File: config.mk
export PLATFORM = sky130hd
export DESIGN_NAME = mips_cpu_avalon_arbiter
export DESIGN_NICKNAME = d
export VERILOG_FILES = /design/src/rtl/mips_cpu_avalon_arbiter.sv
export SDC_FILE = /design/constraint.sdc
export NUM_CORES = 1
export LEC_CHECK = 0
export ABC_AREA = 1
export BUFFER_PORTS_ARGS = -buffer_cell sky130_fd_sc_hd__buf_2
export CORE_AREA = 2 2 121 123
export CTS_CLUSTER_SIZE = 20
export DETAILED_ROUTE_END_ITERATION = 8
export DIE_AREA = 0 0 123 125
export SLEW_MARGIN = 20
export SYNTH_ARGS = -nofsm -noshare
export SYNTH_HDL_FRONTEND = slang
export SYNTH_SLANG_ARGS = --single-unit
File: constraint.sdc
create_clock -name clk -period 0.86 [get_ports clk]
set_input_delay 0 -clock clk [delete_from_list [all_inputs] [get_ports clk]]
set_output_delay 0 -clock clk [all_outputs]
set_load 0.01 [all_outputs]
File: src/rtl/mips_cpu_avalon_arbiter.sv
// Two-master / one-slave Avalon-MM arbiter: one single-word transfer per grant, round-robin on contention.
// Optional ARB_LOCK_EN macro adds mN_lock inputs that hold ownership across back-to-back completions.
module mips_cpu_avalon_arbiter #(
  parameter int ADDR_W    = 32,
  parameter bit INIT_PRIO = 1'b0
) (
  input  logic              clk,
  input  logic              reset,
  input  logic [ADDR_W-1:0] m0_address,
  input  logic              m0_read,
  input  logic              m0_write,
  input  logic [31:0]       m0_writedata,
  input  logic [3:0]        m0_byteenable,
  output logic              m0_waitrequest,
  output logic [31:0]       m0_readdata,
  input  logic [ADDR_W-1:0] m1_address,
  input  logic              m1_read,
  input  logic              m1_write,
  input  logic [31:0]       m1_writedata,
  input  logic [3:0]        m1_byteenable,
  output logic              m1_waitrequest,
  output logic [31:0]       m1_readdata,
`ifdef ARB_LOCK_EN
  input  logic              m0_lock,
  input  logic              m1_lock,
`endif
  output logic [ADDR_W-1:0] s_address,
  output logic              s_read,
  output logic              s_write,
  output logic [31:0]       s_writedata,
  output logic [3:0]        s_byteenable,
  input  logic              s_waitrequest,
  input  logic [31:0]       s_readdata,
  output logic [1:0]        grant
);

  typedef enum logic [1:0] {IDLE, OWN0, OWN1} state_e;

  state_e state_q, state_d;
  logic   lw_q, lw_d;
  logic   req0, req1, lock0, lock1, own0, own1;

  assign req0 = m0_read | m0_write;
  assign req1 = m1_read | m1_write;

`ifdef ARB_LOCK_EN
  assign lock0 = m0_lock;
  assign lock1 = m1_lock;
`else
  assign lock0 = 1'b0;
  assign lock1 = 1'b0;
`endif

  always_ff @(posedge clk) begin
    if (!reset) begin
      state_q <= IDLE;
      lw_q    <= ~INIT_PRIO;
    end else begin
      state_q <= state_d;
      lw_q    <= lw_d;
    end
  end

  // A withdrawn request drops ownership without touching lw, so nobody gains priority from it.
  always_comb begin
    state_d = state_q;
    lw_d    = lw_q;
    case (state_q)
      IDLE: begin
        if (req0 && req1) state_d = lw_q ? OWN0 : OWN1;
        else if (req0)    state_d = OWN0;
        else if (req1)    state_d = OWN1;
      end
      OWN0: begin
        if (!req0) state_d = IDLE;
        else if (!s_waitrequest) begin
          lw_d    = 1'b0;
          state_d = lock0 ? OWN0 : IDLE;
        end
      end
      OWN1: begin
        if (!req1) state_d = IDLE;
        else if (!s_waitrequest) begin
          lw_d    = 1'b1;
          state_d = lock1 ? OWN1 : IDLE;
        end
      end
      default: state_d = IDLE;
    endcase
  end

  // Reset gates the bus outputs immediately so an abandoned transfer never strobes the slave.
  assign own0 = reset && (state_q == OWN0);
  assign own1 = reset && (state_q == OWN1);

  always_comb begin
    s_address      = '0;
    s_read         = 1'b0;
    s_write        = 1'b0;
    s_writedata    = '0;
    s_byteenable   = '0;
    m0_waitrequest = 1'b1;
    m1_waitrequest = 1'b1;
    grant          = 2'b00;
    if (own0) begin
      s_address      = m0_address;
      s_read         = m0_read;
      s_write        = m0_write;
      s_writedata    = m0_writedata;
      s_byteenable   = m0_byteenable;
      m0_waitrequest = s_waitrequest;
      grant          = 2'b01;
    end else if (own1) begin
      s_address      = m1_address;
      s_read         = m1_read;
      s_write        = m1_write;
      s_writedata    = m1_writedata;
      s_byteenable   = m1_byteenable;
      m1_waitrequest = s_waitrequest;
      grant          = 2'b10;
    end
  end

  assign m0_readdata = s_readdata;
  assign m1_readdata = s_readdata;

endmodule

==> Flow_metrics.wiki, run 1 <==
{| class="wikitable"
! Metric !! Value
|-
| Status || finished, violations left
|-
| Failing checks || negative setup slack
|-
| Wire length reported by the detailed router || 9560 µm
|-
| Top-level port count || 313
|-
| Top cells by instance count after synthesis || 218 x sky130_fd_sc_hd__nand2_1, 67 x sky130_fd_sc_hd__buf_4, 12 x sky130_fd_sc_hd__buf_2
|-
| Signed area change from the synthesized netlist to the final layout || 127%
|-
| Number of hold buffers added after cts || 0
|-
| GR met1 Demand/Resource || a little under an eighth
|-
| Global route overflow || 0
|-
| Post-Syn Instances || 324
|-
| Predominant post-synthesis flop cell || sky130_fd_sc_hd__dfxtp_1
|-
| Final hold violation count || 0
|-
| Count leader, synth || sky130_fd_sc_hd__nand2_1
|-
| Number of cell rows || 44
|-
| Avg Cell Area, Syn || 4.80 µm²
|-
| Setup repair after global routing missed its margin || yes
|-
| Number of enable flip-flop cells after synthesis || 0
|-
| Cells traversed along the worst timing path || inv_4 -> nor2_4 -> nand2_2 -> clkinv_4 -> buf_12 -> clkbuf_16 -> nand2_1 -> nand2_1 -> buf_2
|-
| Tightest Pin Transition || 247 ps
|-
| Yosys Warn Count || 0
|-
| Wire length of the first global-routing pass || ~12000 µm
|-
| Core box area || 14200 µm²
|-
| Initial Utilization || 10.9%
|-
| Global routing met2 resource utilization || roughly 17%
|-
| Via count of the first global-routing pass || about 2200
|-
| Number of nets produced by synthesis || 499
|-
| Share of the yosys chip area belonging to registers || 3.86%
|-
| Worst min-delay path category || input pin to primary output
|-
| Die Wd || 123 µm
|-
| Post-detailed-placement half-perimeter wirelength || 5380 µm
|-
| Launching element type of the critical path || register
|-
| Cell area after synthesis || 1550 µm²
|-
| Clock transition at the registers of the reported paths || 30 ps
|-
| Length of the first detailed-routing pass in iterations || 5
|-
| Clk sink count || 3
|-
| Yosys reg bits || 3
|-
| Count of pins over their slew limit || 0
|-
| Setup crit end kind || primary output
|-
| Crit path DAT || 1430 ps
|-
| CTS tree || yes
|-
| Routed length per instance || 14.0 µm
|-
| Via/cell ratio || about 3.7
|-
| Synth top area share || 52.7%
|-
| Largest stage delay on the critical path || between 300 and 400 ps
|-
| Cells after DPL || 656
|-
| Static leakage || about 0.0022 µW
|-
| Net total in the final layout || between 600 and 700
|-
| Die height || roughly 130 µm
|-
| DRC violations left || 0
|-
| Busiest metal layer after global routing || met2
|-
| CTS buffer count || 3
|-
| CP dominant cell by count || sky130_fd_sc_hd__nand2_1
|-
| Synth cell types || 12
|-
| Peak ir drop on the vdd network || 0.908 mV
|-
| Share of flip-flops with an asynchronous set or reset after synthesis || 0%
|-
| Total non-filler cell area in the finished layout || 3520 µm²
|-
| Worst clock skew on the final layout || ~0.56 ps
|-
| Master cell of the clock root buffer || sky130_fd_sc_hd__clkbuf_16
|-
| Endpoints failing setup || a little under 80
|-
| Bufs on Longest Clock Path || 2
|-
| Worst path slowest cell || sky130_fd_sc_hd__dfxtp_2
|-
| H-tree levels || 1
|-
| Smallest setup slack after layout || -566 ps
|-
| GR Util met3 || around 2.4%
|-
| Pwr Density || 738 nW/µm²
|-
| Total placed instance area || about 2500 µm²
|-
| DR iter-0 viols || 69
|-
| N_diodes || 0
|-
| Leading area contributor after synthesis || sky130_fd_sc_hd__nand2_1
|-
| Final Instance Count excl. Fillers || 683
|-
| Clock latency of the later-clocked register in the worst-skew pair || 230 ps
|-
| Fin crit share || 166%
|-
| F_max || 701 MHz
|-
| Cell types with the largest area share after synthesis || sky130_fd_sc_hd__nand2_1 53%, sky130_fd_sc_hd__buf_4 32%, sky130_fd_sc_hd__buf_2 3.9%
|-
| Remaining antenna violation count || 0
|-
| Tot Pwr || around 2600 µW
|-
| Total vias in the final route || 2525
|-
| GR Util All Layers || 9.81%
|-
| CP max FO || 5
|-
| CP Data Required Time || 860 ps
|-
| Slew HR || 83.5%
|-
| Min Clock Period, post-route || 1430 ps
|-
| Die Footprint || 15400 µm²
|-
| Layout cell share with drive strength beyond 1 || 67.5%
|-
| Antenna violations before repair || 0
|-
| Crit path kind || register to primary output
|-
| Maximum number of pins on one net before global-route repair || 30
|-
| Placer Congestion || 0.759
|-
| Max-capacitance violation count || 0
|-
| Post-route worst hold slack || 0.00490 ps
|-
| Buffers on Ports || 216
|}
[power by group]
group | switching (µW) | total [µW] | internal [µW]
Sequential | 13.8 | 167 | 153
Combinational | 797 | 1680 | 881
Clock | 142 | 755 | 613
[per-layer routing]
metal	routed length (µm)	up-vias
li1	-	1259
met1	3760	1096
met2	4690	150
met3	897	20
met4	202	0
met5	0	-
[repair_timing]
action | in CTS | in global routing
setup buffers | 10 | 2
setup endpoints to repair | 77 | 77
resized for setup | 58 | 75
pin swaps | 8 | 24
cloned | 8 | 7
[path summary, 6_finish.rpt]
path                                        end  slack (ps)     startpoint  cells after the start
worst max-delay path            s_writedata[26]        -570     state_q[0]                      9
worst min-delay path             m0_readdata[6]       0.005  s_readdata[6]                      0
worst min register to register             lw_q         460           lw_q                      2
worst max register to register             lw_q        -200     state_q[0]                      8
[cells by family (layout without fill, tap and decap cells)]
logic type | after synthesis | count (layout) | synth area share [%]
AND/OR/NAND/NOR | 227 | 227 | 55.7
buffers and inverters | 87 | 262 | 38.2
AO/OA/AOI/OAI | 7 | 7 | 2.25
flip-flops | 3 | 3 | 3.86
[cell type report]
cell class / count / area [µm²]
tap: 184 / 230
sequential: 3 / 65.1
multi-input combinational: 234 / 1250
clock buffer: 4 / 78.8
inverter: 8 / 37.5
timing repair buffer: 250 / 1860
fill: 1573 / 10700
[per-stage QoR]
step | utilization [%] | worst slack, ps | setup TNS, ps
6_report | 24.8 | -566 | -38770
5_1_grt | 24.8 | -606 | -43310
4_1_cts | 21.5 | -523 | -37010
3_5_place_dp | 17.4 | -308 | -18980
3_3_place_gp | 17.4 | -291 | -17920
2_1_floorplan | - | -102 | -6840
[layout by cell type, fill, tap and decap left out, drive strengths merged]
cell type,synthesis,final
dfxtp,3,3
a21oi,3,3
clkinv,0,1
nor2,6,6
o21ai,4,4
nand2,218,218
nand3,3,3
buf,79,243
clkbuf,0,11
inv,8,7
[registers in the layout, summed over array words and instances (netlist names)]
signal and count:
lw_q 1, state_q 2
[critical path, delay by kind of cell (launching register included)]
kind,cells,cell delay (ps)
buffers and inverters,5,640
AND/OR/NAND/NOR,4,230
flip-flops,1,320
No activity file was read; power rests on OpenSTA's default activity.
==> run 2, diff against run 1 <==
==> config.mk (replaced) <==
export PLATFORM = sky130hd
export DESIGN_NAME = mips_cpu_avalon_arbiter
export DESIGN_NICKNAME = d
export VERILOG_FILES = /design/src/rtl/mips_cpu_avalon_arbiter.sv
export SDC_FILE = /design/constraint.sdc
export NUM_CORES = 1
export LEC_CHECK = 0
export BUFFER_PORTS_ARGS = -buffer_cell sky130_fd_sc_hd__buf_4
export CORE_AREA = 2 2 123 125
export CTS_CLUSTER_SIZE = 20
export DETAILED_ROUTE_END_ITERATION = 8
export DIE_AREA = 0 0 125 127
export SLEW_MARGIN = 20
export SYNTH_ARGS = -nofsm -noshare
export SYNTH_HDL_FRONTEND = slang
export SYNTH_SLANG_ARGS = --single-unit
==> constraint.sdc (replaced) <==
create_clock -name clk -period 0.86 [get_ports clk]
set_input_delay 0.043 -clock clk [delete_from_list [all_inputs] [get_ports clk]]
set_output_delay 0.043 -clock clk [all_outputs]
set_load 0.01 [all_outputs]
==> Flow_metrics.wiki, run 2 <==
{| class="wikitable"
! Metric !! Value
|-
| Wire length reported by the detailed router || 8320 µm (was 9560 µm)
|-
| Destination of the worst hold path || lw_q (was m0_readdata[6])
|-
| Cells after DPL || 497 (was 656)
|-
| Launching element type of the critical path || register (unchanged)
|-
| Layout cell share with drive strength beyond 1 || 76.6% (was 67.5%)
|-
| Cell count of the worst hold path || 2 (was 0)
|-
| Biggest regs || state_q: 2 flops, lw_q: 1 flops (unchanged)
|-
| Yosys Warn Count || 0 (unchanged)
|-
| Smallest setup slack after layout || -679 ps (was -566 ps)
|-
| Crit path kind || register to primary output (unchanged)
|-
| Final hold violation count || 0 (unchanged)
|-
| Via/cell ratio || 3.86 (was 3.70)
|-
| Initial Utilization || 9.59% (was 10.9%)
|-
| Peak ir drop on the vdd network || 1.32 mV (was 0.908 mV)
|-
| Post-detailed-placement half-perimeter wirelength || 6270 µm (was 5380 µm)
|-
| Leading cell type in the layout, fill and taps excluded || sky130_fd_sc_hd__buf_4 (was sky130_fd_sc_hd__buf_2)
|-
| Setup repair after global routing missed its margin || yes (unchanged)
|-
| Reg2reg start || state_q[0] (unchanged)
|-
| Number of enable flip-flop cells after synthesis || 0 (unchanged)
|-
| Endpoints failing setup || 77 (unchanged)
|-
| Post-route worst hold slack || 65.4 ps (was 0.00490 ps)
|-
| Cell area after synthesis || 1380 µm² (was 1550 µm²)
|-
| Pwr Density || 785 nW/µm² (was 738 nW/µm²)
|-
| Bufs on Longest Clock Path || 2 (unchanged)
|-
| Failing checks || negative setup slack (unchanged)
|-
| CP max FO || 55 (was 5)
|-
| Cell types with the largest area share after synthesis || sky130_fd_sc_hd__a22o_1 44%, sky130_fd_sc_hd__buf_4 35%, sky130_fd_sc_hd__buf_6 6.5% (was sky130_fd_sc_hd__nand2_1 53%, sky130_fd_sc_hd__buf_4 32%, sky130_fd_sc_hd__buf_2 3.9%)
|-
| Synth top area share || 44.3% (was 52.7%)
|-
| Main combinational cell family by area after synthesis || compound AO/OA/AOI/OAI gates (was simple AND/OR/NAND/NOR gates)
|-
| Tightest Pin Transition || 410 ps (was 247 ps)
|-
| Clock latency of the later-clocked register in the worst-skew pair || 220 ps (was 230 ps)
|-
| Worst reg2reg setup slack || -120 ps (was -200 ps)
|-
| N_diodes || 0 (unchanged)
|-
| Slew HR || 72.5% (was 83.5%)
|-
| Avg Cell Area, Syn || 8.23 µm² (was 4.80 µm²)
|-
| Adder-Cell Fraction of Synth Area || 0% (unchanged)
|-
| Via count of the first global-routing pass || 1930 (was 2218)
|-
| Filler Cell Count || 1601 (was 1573)
|-
| Status || finished, violations left (unchanged)
|-
| Buffers on Ports || 216 (unchanged)
|-
| Setup crit end kind || primary output (unchanged)
|-
| Critical register-to-register path endpoint || state_q[0] (was lw_q)
|-
| Length of the first detailed-routing pass in iterations || 4 (was 5)
|-
| Simple-gate portion of the synthesized area || 3.98% (was 55.7%)
|-
| H-tree levels || 1 (unchanged)
|-
| GR Util All Layers || 9.21% (was 9.81%)
|-
| DRC violations left || 0 (unchanged)
|-
| Routed length per instance || 16.3 µm (was 14.0 µm)
|-
| Share of the yosys chip area belonging to registers || 4.34% (was 3.86%)
|-
| Top cells by instance count after synthesis || 70 x sky130_fd_sc_hd__a22o_1, 65 x sky130_fd_sc_hd__buf_4, 8 x sky130_fd_sc_hd__buf_6 (was 218 x sky130_fd_sc_hd__nand2_1, 67 x sky130_fd_sc_hd__buf_4, 12 x sky130_fd_sc_hd__buf_2)
|-
| CP Data Required Time || 820 ps (was 860 ps)
|-
| Number of hold buffers added after cts || 0 (unchanged)
|-
| Crit path DAT || 1500 ps (was 1430 ps)
|-
| Post-Syn Instances || 168 (was 324)
|-
| Count of pins over their slew limit || 0 (unchanged)
|-
| Net total in the final layout || 501 (was 675)
|-
| Clk sink count || 3 (unchanged)
|-
| Largest register FFs || 2 (unchanged)
|-
| Min Clock Period, post-route || 1540 ps (was 1430 ps)
|-
| R2R depth || 3 (was 8)
|-
| Core box area || 14400 µm² (was 14200 µm²)
|-
| Number of cell rows || 44 (unchanged)
|-
| Fraction of synthesized area in multiplexers || 0% (unchanged)
|-
| Remaining antenna violation count || 0 (unchanged)
|-
| DR iter-0 viols || 70 (was 69)
|-
| Wire length of the first global-routing pass || 11600 µm (about the same)
|-
| Hold_sp || reset (was s_readdata[6])
|-
| CTS tree || yes (unchanged)
|-
| Die height || 127 µm (was 125 µm)
|-
| Master cell of the clock root buffer || sky130_fd_sc_hd__clkbuf_16 (unchanged)
|-
| Share of flip-flops with an asynchronous set or reset after synthesis || 0% (unchanged)
|-
| Predominant post-synthesis flop cell || sky130_fd_sc_hd__dfxtp_1 (unchanged)
|-
| Antenna violations before repair || 0 (unchanged)
|-
| Yosys reg bits || 3 (unchanged)
|-
| Most frequent cells in the layout || 211 x sky130_fd_sc_hd__buf_4, 69 x sky130_fd_sc_hd__a22o_1, 14 x sky130_fd_sc_hd__buf_6 (was 196 x sky130_fd_sc_hd__buf_2, 145 x sky130_fd_sc_hd__nand2_1, 45 x sky130_fd_sc_hd__nand2_2)
|-
| Top-level port count || 313 (unchanged)
|-
| Placer Congestion || 0.840 (was 0.759)
|-
| Max-capacitance violation count || 0 (unchanged)
|-
| Fin crit share || 179% (was 166%)
|-
| Global route overflow || 0 (unchanged)
|-
| Clock transition at the registers of the reported paths || 30 ps (about the same)
|-
| Biggest register || state_q (unchanged)
|-
| Die Footprint || 15900 µm² (was 15400 µm²)
|-
| Synth cell types || 16 (was 12)
|-
| Static leakage || 0.00157 µW (was 0.00222 µW)
|-
| Final-layout setup total negative slack || -44390 ps (was -38770 ps)
|-
| Die Wd || 125 µm (was 123 µm)
|-
| Number of nets produced by synthesis || 343 (was 499)
|-
| CTS buffer count || 3 (unchanged)
|-
| Count leader, synth || sky130_fd_sc_hd__a22o_1 (was sky130_fd_sc_hd__nand2_1)
|-
| Total non-filler cell area in the finished layout || 3080 µm² (was 3520 µm²)
|-
| Worst clock skew on the final layout || 0.257 ps (was 0.563 ps)
|-
| Maximum number of pins on one net before global-route repair || 56 (was 30)
|-
| Signed area change from the synthesized netlist to the final layout || 123% (was 127%)
|-
| XOR/XNOR Fraction of Synth Area || 0% (unchanged)
|-
| Leading area contributor after synthesis || sky130_fd_sc_hd__a22o_1 (was sky130_fd_sc_hd__nand2_1)
|-
| Worst min-delay path category || input pin to register (was input pin to primary output)
|-
| F_max || 650 MHz (was 701 MHz)
|-
| Fraction of the mapped netlist area in compound gates || 47.3% (was 2.25%)
|-
| Total placed instance area || 2720 µm² (was 2480 µm²)
|-
| Final Instance Count excl. Fillers || 509 (was 683)
|-
| Total vias in the final route || 1963 (was 2525)
|}
-- run 2: cell types whose count changed after synthesis, moves of 2 or more --
cell	delta
sky130_fd_sc_hd__nor2_1	-2
sky130_fd_sc_hd__nand2b_1	+3
sky130_fd_sc_hd__a21oi_1	-3
sky130_fd_sc_hd__a22o_1	+70
sky130_fd_sc_hd__inv_2	-2
sky130_fd_sc_hd__buf_6	+8
sky130_fd_sc_hd__o21ai_0	-4
sky130_fd_sc_hd__nand3_1	-3
sky130_fd_sc_hd__buf_2	-5
sky130_fd_sc_hd__buf_4	-2
sky130_fd_sc_hd__nand2_1	-216
sky130_fd_sc_hd__inv_1	-6
-- run 2: power by group --
| part | total [µW] | internal, µW | switching (µW) |
|---|---|---|---|
| registers | 167 | 154 | 13.6 |
| logic | 1510 | 950 | 564 |
| clock network | 738 | 612 | 126 |
| total | 2420 | 1720 | 704 |
-- run 2: cell families after synthesis --
group | after synthesis
compound gates | 75
buf+inv | 80
flops | 3
simple gates | 10
-- run 2: worst max path at each step --
stage | start | end | slack (ps) | cells past startpoint
4_1_cts | state_q[1] | s_address[14] | -660 | 4
5_1_grt | state_q[1] | s_address[14] | -710 | 4
3_5_place_dp | state_q[1] | s_address[14] | -430 | 4
6_report | state_q[1] | s_address[14] | -680 | 4
3_3_place_gp | state_q[1] | s_address[14] | -390 | 4
2_1_floorplan | state_q[1] | s_address[22] | -190 | 4
-- run 2: layout make-up --
type / instances / area (µm²) / area share, %
clock buffer: 4 / 78.8 / 2.56
multi-input combinational: 85 / 785 / 25.4
sequential: 3 / 62.6 / 2.03
tap: 184 / 230 / 7.47
timing repair buffer: 233 / 1930 / 62.5
-- run 2: timing repair --
action,CTS,global route
pin swaps,5,6
gates resized for setup,26,9
cloned,4,0
buffers inserted,5,2
endpoints found under the setup margin,77,77
endpoints found under the hold margin,0,0
-- run 2: through the flow --
stage	worst slack (ps)	utilization [%]	total power, µW
after detailed placement	-428	18.9	1510
final	-679	21.4	2420
after floorplan	-188	-	938
after global placement	-391	18.9	1500
after global routing	-706	21.4	2550
after CTS	-664	21.1	2420
-- run 2: per-layer routing --
layer	wire length, µm	vias to the layer above	share of wire (%)	track usage [%]
met3	821	19	9.9	2.26
met2	4100	144	49	15.6
met4	161	0	1.9	2.48
met5	0	-	0	0
li1	-	897	-	-
met1	3230	903	39	11.7
-- run 2: worst max-delay path, cell delays in order, from the launching register on --
cell	delay (ps)
sky130_fd_sc_hd__dfxtp_2	320
sky130_fd_sc_hd__and3b_2	290
sky130_fd_sc_hd__buf_12	230
sky130_fd_sc_hd__a22o_1	250
sky130_fd_sc_hd__buf_4	140
